`src/rtl/piso_tx_pkg.sv`:
```
// Shared definitions for the serial TX/RX blocks: default frame width and FSM states.
package piso_tx_pkg;

  localparam int unsigned PISO_WIDTH = 4;

  typedef enum logic {
    IDLE  = 1'b0,
    SHIFT = 1'b1
  } piso_state_e;

endpackage

```
`src/rtl/piso_tx_4bit.sv`:
```
// Parallel-in serial-out transmitter: LSB-first frames of WIDTH bits with
// back-to-back reload on the last bit.
module piso_tx_4bit
  import piso_tx_pkg::*;
#(
  parameter int unsigned WIDTH = PISO_WIDTH
) (
  input  logic             CLK,
  input  logic             CLR,
  input  logic             LOAD,
  input  logic [WIDTH-1:0] DIN,
  output logic             READY,
  output logic             SOUT,
  output logic             VALID,
  output logic             BUSY,
  output logic             DONE
);

  localparam int unsigned CW = (WIDTH > 1) ? $clog2(WIDTH) : 1;
  localparam logic [CW-1:0] LAST_BIT = CW'(WIDTH - 1);

  piso_state_e      state_q, state_d;
  logic [CW-1:0]    cnt_q, cnt_d;
  logic [WIDTH-1:0] sreg_q, sreg_d;
  logic             last_bit;

  always_ff @(posedge CLK) begin
    if (CLR) begin
      state_q <= IDLE;
      cnt_q   <= '0;
      sreg_q  <= '0;
    end else begin
      state_q <= state_d;
      cnt_q   <= cnt_d;
      sreg_q  <= sreg_d;
    end
  end

  always_comb begin
    state_d  = state_q;
    cnt_d    = cnt_q;
    sreg_d   = sreg_q;
    last_bit = (state_q == SHIFT) && (cnt_q == LAST_BIT);

    case (state_q)
      IDLE: begin
        if (LOAD) begin
          state_d = SHIFT;
          cnt_d   = '0;
          sreg_d  = DIN;
        end
      end
      SHIFT: begin
        sreg_d = sreg_q >> 1;
        cnt_d  = cnt_q + CW'(1);
        // Last bit: either reload for a gapless next frame or return to idle
        if (last_bit) begin
          cnt_d = '0;
          if (LOAD) begin
            sreg_d = DIN;
          end else begin
            state_d = IDLE;
          end
        end
      end
      default: state_d = IDLE;
    endcase
  end

  assign READY = (state_q == IDLE) || last_bit;
  assign DONE  = last_bit;
  assign VALID = (state_q == SHIFT);
  assign BUSY  = (state_q == SHIFT);
  assign SOUT  = (state_q == SHIFT) & sreg_q[0];

endmodule

```
`config.mk`:
```
export PLATFORM = sky130hd
export DESIGN_NAME = piso_tx_4bit
export DESIGN_NICKNAME = d
export VERILOG_FILES = /design/src/rtl/piso_tx_pkg.sv /design/src/rtl/piso_tx_4bit.sv
export SDC_FILE = /design/constraint.sdc
export NUM_CORES = 1
export LEC_CHECK = 0
export CAP_MARGIN = 20
export CORE_AREA = 4 4 41 43
export CTS_BUF_LIST = sky130_fd_sc_hd__clkbuf_8
export CTS_CLUSTER_DIAMETER = 60
export CTS_CLUSTER_SIZE = 25
export DETAILED_ROUTE_END_ITERATION = 12
export DIE_AREA = 0 0 45 47
export MAX_ROUTING_LAYER = met4
export PLACE_DENSITY = 0.6
export SYNTH_ARGS = -nofsm -noshare
export SYNTH_HDL_FRONTEND = slang
export SYNTH_SLANG_ARGS = --single-unit
```
`constraint.sdc`:
```
create_clock -name CLK -period 2 [get_ports CLK]
set_input_delay 0.4 -clock CLK [delete_from_list [all_inputs] [get_ports CLK]]
set_output_delay 0.4 -clock CLK [all_outputs]
set_load 0.05 [all_outputs]
```
==> metrics, run 1 <==
GRT Residual Overflow 0; CP Max Fanout 4; Die ar. ~0.0021 mm²; critical path buffer and inverter count 1; worst vdd ir about 460 µV; die width approximately 45 µm; status complete, no violations; CP Class flop to output port; post-DP HPWL 469 µm; Net Switching approximately 110 µW; Syn Std Cell Area roughly 340 µm²; number of global-route vias before repair 226; RSZ-0062 raised after global routing false; final core occ 0.398; Layout Nets 57; Slew headroom 0.802; layout cell share with drive strength beyond 1 0.229; worst reg2reg setup slack slightly below 800 ps; Worst-path clk slew ~40 ps; pwr dens between 800 and 900 mW/mm²; Initial Util 0.264; CTS H-tree lvls 1; Syn Area/Cell roughly 9.8 µm²; cell taking the most area after synthesis dfxtp_1; Max Cap Viol 0; Top delay family on crit path flip-flops; clk root buf clkbuf_8; Seq pwr share 0.370; CTS hold repair buffers 0; post-place instance area roughly 470 µm²; via count around 270; Fin. Hold Viols 0; cells after synthesis 35; power share of the clock group 0.451; Syn Nets 43; routed wire length between 600 and 700 µm; Yosys reg bits 7; final std cells w/o fill 63; Ports 12; Tmin final around 1700 ps; Levels on crit path 3; Num CTS Buffers 3; initial antenna violation count 0; CTS tree done; Req. time, crit path between 1500 and 2000 ps; clock skew ~0.83 ps; Fmax around 600 MHz; first drt pass iteration count 2; Site Rows 13; hold endpoint sreg_q[1]; largest net degree at the start of global routing 11; Seq/Total Area, Yosys 0.407; Final Cycle Share 0.843; Worst EP arrival roughly 1300 ps; leak pwr 0.224 nW; Starting DRT DRC Count 2; Startpoint Class flop; crit end category output port; via/cell ratio about 4.3; DR WL/cell 9.92 µm; worst r2r dst sreg_q[2]; max layer used met4; Placeable Area around 0.0013 mm²; routability cong. approximately 0.72; post-route cell area 518 µm²; met3 WL post-DR approximately 85 µm; hold path cells 2; Pint roughly 320 µW; Setup violations, final 0; clock tree buffer depth 2; Synth warnings 0; sw frac 0.250; unique cell type count in the Yosys netlist 17; worst flop-to-flop path startpoint cnt_q[0]; post-route setup TNS 0 ps; final antenna-violating net count 0; WL met1 approximately 260 µm; Logic pwr share 0.180; HP Start sreg_q[1]; Residual DRC 0; layout overhead on the synthesized area 50.5%; PortBufs 11; die height approximately 47 µm; Placed Cells a little under 60; clk_lat worst skew roughly 230 ps; setup bufs post-CTS 0; top-area cell type share of the netlist area 0.407; Min-Delay Path Class flop to flop; global-route wire length before repair between 900 and 1000 µm; Max stage delay on crit path 320 ps; Worst-Margin Slew between 200 and 300 ps; Synth area leaders dfxtp_1 41%, mux2i_1 15%, a211oi_1 6.5%; clock sinks 7; PostCTS Resize Cnt 0; Final Slew Violations 0; CP cell instances ha_1 > or2b_1 > buf_12; total track usage 0.0753; number of diodes 0; met2 WL 271 µm; r2r worst-path depth 4; Slowest-stage cell, CP dfxtp_1
[state kept, by name, summed over array words and instances (netlist names)]
register / cells
BUSY: 1
sreg_q: 4
cnt_q: 2
[logic make-up after synthesis]
family,synth area share
DFF,0.407
muxes,0.145
buffers and inverters,0.0473
and+or+nand+nor,0.193
AOI/OAI and AO/OA,0.171
adders and majority gates,0.0364
[worst min-delay path, stage by stage, from the launching register on]
cell and delay, ps:
dfxtp_1 300, nor2_1 90, a211oi_1 50
[stage by stage]
stage               power [mW]  setup WS, ps  hold WS, ps
global placement         0.238           366          491
floorplan                0.208           405          468
CTS                      0.437           295          497
finish                   0.427           313          495
global route             0.452           261          531
detailed placement       0.238           349          492
[cell usage after synthesis]
| library cell | count |
|---|---|
| nand3_1 | 1 |
| dfxtp_1 | 7 |
| inv_1 | 1 |
| buf_4 | 1 |
| a21oi_1 | 2 |
| clkbuf_2 | 1 |
| nor2b_1 | 1 |
| nor2_1 | 5 |
| ha_1 | 1 |
| o21a_1 | 1 |
| nor3b_1 | 1 |
| or2_1 | 1 |
| a21boi_4 | 1 |
| mux2i_1 | 5 |
| a211oi_1 | 3 |
| or2b_1 | 1 |
| and2_2 | 2 |
[cell usage in the layout, fill, tap and decap left out, drive strengths merged]
cell type	count
a211oi	3
a21boi	1
a21oi	2
and2	2
buf	5
clkbuf	3
clkdlybuf4s50	6
dfxtp	7
ha	1
inv	2
mux2i	5
nand3	1
nor2	5
nor2b	1
nor3b	1
o21a	1
or2	1
or2b	1
[how the worst max path moves through the flow]
stage                     startpoint         to  slack [ps]
after floorplan                 BUSY      READY         400
after global placement          LOAD  sreg_q[1]         370
after detailed placement        LOAD   cnt_q[0]         350
after CTS                   cnt_q[0]      READY         290
after global routing        cnt_q[0]      READY         260
final                       cnt_q[0]      READY         310
[layer usage]
| metal | global-route usage | up-vias |
|---|---|---|
| met5 | - | - |
| met4 | 0.0526 | 0 |
| met2 | 0.105 | 12 |
| met1 | 0.0644 | 111 |
| li1 | - | 147 |
| met3 | 0.0690 | 2 |
[power by group through the flow]
| stage | Clock, mW | Combinational (mW) | Sequential, mW |
|---|---|---|---|
| 3_3_place_gp | 0 | 0.0773 | 0.161 |
| 6_report | 0.193 | 0.0768 | 0.158 |
| 3_5_place_dp | 0 | 0.0777 | 0.161 |
| 5_1_grt | 0.210 | 0.0822 | 0.159 |
| 4_1_cts | 0.200 | 0.0777 | 0.158 |
| 2_1_floorplan | 0 | 0.0445 | 0.163 |
[final cells by class]
type	count	area (µm²)
fill	140	783
clock inverter	1	3.75
sequential	7	140
clock buffer	3	41.3
inverter	1	3.75
timing repair buffer	11	123
multi-input combinational	25	188
tap	15	18.8
Note: power is estimated with default switching activity, not from simulation.
==> run 2, diff against run 1 <==
PLACE_DENSITY = 0.62   (was 0.6)
clock period = 1.5 ns   (was 2 ns; I/O delays follow)
==> run 2 against run 1 <==
Against the previous run: sequential cell count did not move; die area did not move; first-iteration DRC count fell by 100%; core utilization rose by 5.8 points; wire length fell by 4.0%; critical endpoint unchanged; register-to-register slack got worse by 510 ps; combinational power rose by 64%; sequential share of layout area fell by 3.0 points; largest power group unchanged; via count rose by 7.0%.
==> metrics, run 2 (synthesis results as in run 1) <==
Max stage delay on crit path 330 ps (was 320 ps); CTS H-tree lvls 1 (unchanged); Ports 12 (unchanged); Setup crit start cnt_q[1] (was cnt_q[0]); Num CTS Buffers 3 (unchanged); clock tree buffer depth 2 (unchanged); Top Usage Layer GRT met2 (unchanged); Most flops, register sreg_q (unchanged); Residual DRC 0 (unchanged); routed wire length 600 µm (was 625 µm); via/cell ratio 4.41 (was 4.32); via count 291 (was 272); clock skew 2.81 ps (was 0.827 ps); status complete, no violations (unchanged); Fin. Hold Viols 0 (unchanged); Min-Delay Path Class flop to flop (unchanged); most frequent cells in the layout 6 x clkdlybuf4s50_1, 5 x nor2_1, 5 x mux2i_1, 5 x dfxtp_1, 5 x buf_12 (was 7 x dfxtp_1, 6 x clkdlybuf4s50_1, 5 x nor2_1, 5 x mux2i_1); final antenna-violating net count 0 (unchanged); Fill cells 129 (was 140); Max Cap Viol 0 (unchanged); number of global-route vias before repair 257 (was 226); Final Slew Violations 0 (unchanged); PortBufs 11 (unchanged); max reg flops 4 (unchanged); post-layout worst setup margin 34.3 ps (was 313 ps); Final Cycle Share 0.977; HP Start sreg_q[0] (was sreg_q[1]); Req. time, crit path 1200 ps (was 1600 ps); Die ar. 0.00212 mm² (unchanged); setup slack at placement -4.37 ps (was 349 ps); GRT Residual Overflow 0 (unchanged); clk root buf clkbuf_8 (unchanged); clock sinks 7 (unchanged); Site Rows 13 (unchanged); commonest non-fill, non-tap cell in the layout clkdlybuf4s50_1 (was dfxtp_1); Worst-Margin Slew 249 ps (was 296 ps); layout overhead on the synthesized area 72.4% (was 50.5%); largest net degree at the start of global routing 10 (was 11); clk_lat worst skew 230 ps (about the same); post-DP HPWL 466 µm (was 469 µm); DR WL/cell 9.09 µm (was 9.92 µm); worst flop-to-flop path startpoint cnt_q[1] (was cnt_q[0]); layout cell share with drive strength beyond 1 0.333 (was 0.229); Initial Util 0.264 (unchanged); number of diodes 0 (unchanged); die height 47 µm (unchanged); pwr dens 1000 mW/mm² (was 825 mW/mm²); die width 45 µm (unchanged); first drt pass iteration count 1 (was 2); Worst-path clk slew 40 ps (about the same); worst vdd ir 638 µV (was 462 µV); final core occ 0.456 (was 0.398); Placeable Area 0.00130 mm² (unchanged); Slew headroom 0.834 (was 0.802); CTS hold repair buffers 0 (unchanged); Tmin final approximately 1500 ps; met1 GRT Util 0.0829 (was 0.0644); CP cell instances ha_4 > or2b_1 > buf_12 (was ha_1 > or2b_1 > buf_12); Worst EP arrival 1170 ps (was 1290 ps); routing usage on met3 0.0575 (was 0.0690); leak pwr 0.247 nW (was 0.224 nW); crit end category output port (unchanged); Fmax ~680 MHz; GRT met2 Usage 0.0989 (was 0.105); CTS tree done (unchanged); CP Max Fanout 4 (unchanged); routability cong. 0.732 (was 0.718); worst reg2reg setup slack 270 ps (was 780 ps); total track usage 0.0803 (was 0.0753); Setup violations, final 0 (unchanged); initial antenna violation count 0 (unchanged); Slowest-stage cell, CP dfxtp_1 (unchanged); global-route wire length before repair 1060 µm (was 952 µm); Layout Nets 60 (was 57); CP Class flop to output port (unchanged); total power 594 µW (was 427 µW); Starting DRT DRC Count 0 (was 2); RSZ-0062 raised after global routing false (unchanged); Startpoint Class flop (unchanged)
run 2: cell types whose count changed in the layout (fill, tap and decap cells not counted):
cell     previous run  this run
buf_12              2         5
dfxtp_1             7         5
dfxtp_2             0         2
ha_1                1         0
ha_4                0         1
run 2: power by group:
part | total (mW) | switching [mW] | internal [mW]
logic | 0.126 | 0.0563 | 0.0700
clock network | 0.256 | 0.0797 | 0.177
registers | 0.212 | 0.0105 | 0.201
run 2: metrics by stage:
step	cell area [µm²]	hold slack, ps	instances	setup TNS, ps
4_1_cts	592	500	66	0
3_5_place_dp	527	495	61	-7.81
6_report	593	497	66	0
5_1_grt	593	520	66	0
2_1_floorplan	345	362	35	0
3_3_place_gp	527	492	61	0
run 2: repair_timing:
item,CTS,global route
setup buffers,1,0
pin swaps,0,1
setup endpoints to repair,2,1
gates resized for setup,2,1
run 2: worst paths after layout:
check,to,cells past startpoint
setup reg to reg,cnt_q[0],5
hold / removal,sreg_q[0],2
hold reg to reg,sreg_q[0],2
setup / recovery,READY,3
run 2: per-layer routing:
layer,part of all wire,vias up,wire (µm)
met1,0.42,122,251
met4,0.037,0,22
met5,0,-,0
met2,0.42,12,251
li1,-,152,-
met3,0.12,5,74
run 2: final cells by class:
type	instances	area [µm²]	area share
clock buffer	3	41.3	0.0696
sequential	7	143	0.241
inverter	1	3.75	0.00633
timing repair buffer	14	183	0.308
tap	15	18.8	0.0316
clock inverter	1	3.75	0.00633
multi-input combinational	25	200	0.338
run 2: critical path, delay by kind of cell, from the launching register on:
family,cells,cell delay [ps]
and+or+nand+nor,1,260
DFF,1,330
adders and majority gates,1,180
buffers and inverters,1,160
==> run 3, diff against run 2 <==
ABC_AREA = 1   (was default)
PLACE_DENSITY = 0.63   (was 0.62)
SLEW_MARGIN = 20   (was default)
==> run 3 against run 2 <==
Against the previous run: count of clock-buffer cells in the layout stayed put; sequential power grew 2%; final area decreased by 4.4%; largest cell class unchanged; critical endpoint unchanged; core utilization decreased by 2.0 points; worst setup slack gained 71 ps.
==> metrics, run 3 <==
Worst-Margin Slew 334 ps (was 249 ps); Die ar. 0.00212 mm² (unchanged); Min-Delay Path Class flop to flop (unchanged); CP Class flop to output port (unchanged); Syn Area/Cell 6.86 µm² (was 9.83 µm²); final antenna-violating net count 0 (unchanged); via count 373 (was 291); Site Rows 13 (unchanged); Seq pwr share 0.368 (was 0.356); multi-input logic area 164 µm² (was 200 µm²); most frequent cells in the layout 10 x inv_1, 8 x nand2_1, 7 x a21oi_1 (was 6 x clkdlybuf4s50_1, 5 x nor2_1, 5 x mux2i_1, 5 x dfxtp_1, 5 x buf_12); Layout Nets 74 (was 60); max reg flops 4 (unchanged); clk root buf clkbuf_8 (unchanged); setup bufs post-CTS 0 (was 1); Req. time, crit path 1200 ps (about the same); Synth Flop Type dfxtp_1 (unchanged); Residual DRC 0 (unchanged); Placeable Area 0.00130 mm² (unchanged); Pint 436 µW (was 448 µW); setup slack at placement 102 ps (was -4.37 ps); Fin. Hold Viols 0 (unchanged); Fmax 717 MHz (was 682 MHz); die height 47 µm (unchanged); Final Cycle Share 0.930 (was 0.977); layout overhead on the synthesized area 58.9% (was 72.4%); Post-synth EDFFs 0 (unchanged); cells after synthesis 52 (was 35); CP Max Fanout 4 (unchanged); Tmin final 1390 ps (was 1470 ps); CTS H-tree lvls 1 (unchanged); routability cong. 0.821 (was 0.732); Slew headroom 0.778 (was 0.834); power share of the clock group 0.434 (was 0.431); Syn Std Cell Area 357 µm² (was 344 µm²); unique cell type count in the Yosys netlist 13 (was 17); worst reg2reg setup slack 420 ps (was 270 ps); PostCTS Resize Cnt 0 (was 2); Setup violations, final 0 (unchanged); Most flops, register sreg_q (unchanged); first drt pass iteration count 4 (was 1); GRT Residual Overflow 0 (unchanged); RSZ-0062 raised after global routing false (unchanged); die width 45 µm (unchanged); Synth warnings 0 (unchanged); Startpoint Class flop (unchanged); pwr dens 1040 mW/mm² (was 1000 mW/mm²); via/cell ratio 4.66 (was 4.41); count leader, synth inv_1 (was dfxtp_1); global-route wire length before repair 1130 µm (was 1060 µm); Synth area leaders dfxtp_1 39%, a21oi_1 9.8%, inv_1 9.5% (was dfxtp_1 41%, mux2i_1 15%, a211oi_1 6.5%); layout cell share with drive strength beyond 1 0.200 (was 0.333); Ports 12 (unchanged); post-route setup TNS 0 ps (unchanged); Final Slew Violations 0 (unchanged); DR WL/cell 9.03 µm (was 9.09 µm); leak pwr 0.269 nW (was 0.247 nW); sw frac 0.261 (was 0.246); initial antenna violation count 0 (unchanged); Fill cells 137 (was 129); register area 141 µm² (was 143 µm²); CTS tree done (unchanged); cell taking the most area after synthesis dfxtp_1 (unchanged); GRT met2 Usage 0.105 (was 0.0989); Starting DRT DRC Count 7 (was 0); routed wire length 722 µm (was 600 µm); number of global-route vias before repair 262 (was 257); Worst EP arrival 1090 ps (was 1170 ps); clock sinks 7 (unchanged); clock skew 4.59 ps (was 2.81 ps); crit end category output port (unchanged); Logic pwr share 0.198 (was 0.212); Yosys reg bits 7 (unchanged); Initial Util 0.274 (was 0.264); Num CTS Buffers 3 (unchanged); commonest non-fill, non-tap cell in the layout inv_1 (was clkdlybuf4s50_1); Post-synth top cells 9 x inv_1, 8 x nand2_1, 7 x a21oi_1, 7 x dfxtp_1, 6 x nor2_1 (was 7 x dfxtp_1, 5 x mux2i_1, 5 x nor2_1, 3 x a211oi_1); status complete, no violations (unchanged); worst vdd ir 572 µV (was 638 µV); top-area cell type share of the netlist area 0.393 (was 0.407); Net Switching 154 µW (was 146 µW); Post-synth ARST share 0 (unchanged); total track usage 0.0844 (was 0.0803); Top Usage Layer GRT met2 (unchanged); met1 GRT Util 0.0874 (was 0.0829); largest net degree at the start of global routing 14 (was 10); post-DP HPWL 543 µm (was 466 µm); Max Cap Viol 0 (unchanged); CTS hold repair buffers 0 (unchanged); Seq/Total Area, Yosys 0.393 (was 0.407); Syn Nets 60 (was 43); Worst-path clk slew 40 ps (about the same); clock tree buffer depth 2 (unchanged); PortBufs 11 (unchanged); number of diodes 0 (unchanged); routing usage on met3 0.0728 (was 0.0575); post-layout worst setup margin 105 ps (was 34.3 ps); clk_lat worst skew 230 ps (about the same)
[run 3: cell families (layout without fill, tap and decap cells)]
| kind of cell | count (synthesis) | after routing | synth area share |
|---|---|---|---|
| AO/OA/AOI/OAI | 11 | 11 | 0.154 |
| adder cells (fa/ha/maj) | 1 | 1 | 0.0351 |
| buffers and inverters | 12 | 25 | 0.147 |
| flip-flops | 7 | 7 | 0.393 |
| AND/OR/NAND/NOR | 21 | 21 | 0.270 |
[run 3: per-layer routing]
layer  wire length (µm)  part of all wire
met1                316              0.44
met2                317              0.44
met3                 76              0.11
met4                 11             0.015
met5                  0                 0
[run 3: final timing paths]
check | startpoint | endpoint | depth (start not counted)
worst min-delay path | cnt_q[1] | cnt_q[1] | 2
worst max-delay path | cnt_q[0] | READY | 4
worst min register to register | cnt_q[1] | cnt_q[1] | 2
worst max register to register | BUSY | sreg_q[1] | 5
[run 3: final cells by class]
cell class                 count  area share
multi-input combinational     33       0.289
clock buffer                   3      0.0728
timing repair buffer          11       0.283
sequential                     7       0.249
inverter                      10      0.0662
clock inverter                 1     0.00662
tap                           15      0.0331
[run 3: through the flow]
step | hold slack, ps | instance area (µm²) | utilization | instances | power, mW
6_report | 468 | 567 | 0.436 | 80 | 0.590
5_1_grt | 498 | 567 | 0.436 | 80 | 0.624
4_1_cts | 472 | 567 | 0.436 | 80 | 0.595
3_5_place_dp | 467 | 522 | 0.401 | 76 | 0.337
3_3_place_gp | 463 | 522 | 0.401 | 76 | 0.336
2_1_floorplan | 362 | 358 | - | 52 | 0.283
[run 3: critical path: stages (launching register included)]
cell and delay [ps]:
dfxtp_1 300, ha_1 230, inv_1 100, nand2_4 70, buf_12 160
[run 3: power groups by stage]
| stage | clock [mW] | sequential [mW] | combinational (mW) |
|---|---|---|---|
| 2_1_floorplan | 0 | 0.218 | 0.0651 |
| 3_3_place_gp | 0 | 0.220 | 0.116 |
| 3_5_place_dp | 0 | 0.220 | 0.117 |
| 4_1_cts | 0.261 | 0.217 | 0.117 |
| 5_1_grt | 0.279 | 0.219 | 0.126 |
| 6_report | 0.256 | 0.217 | 0.117 |
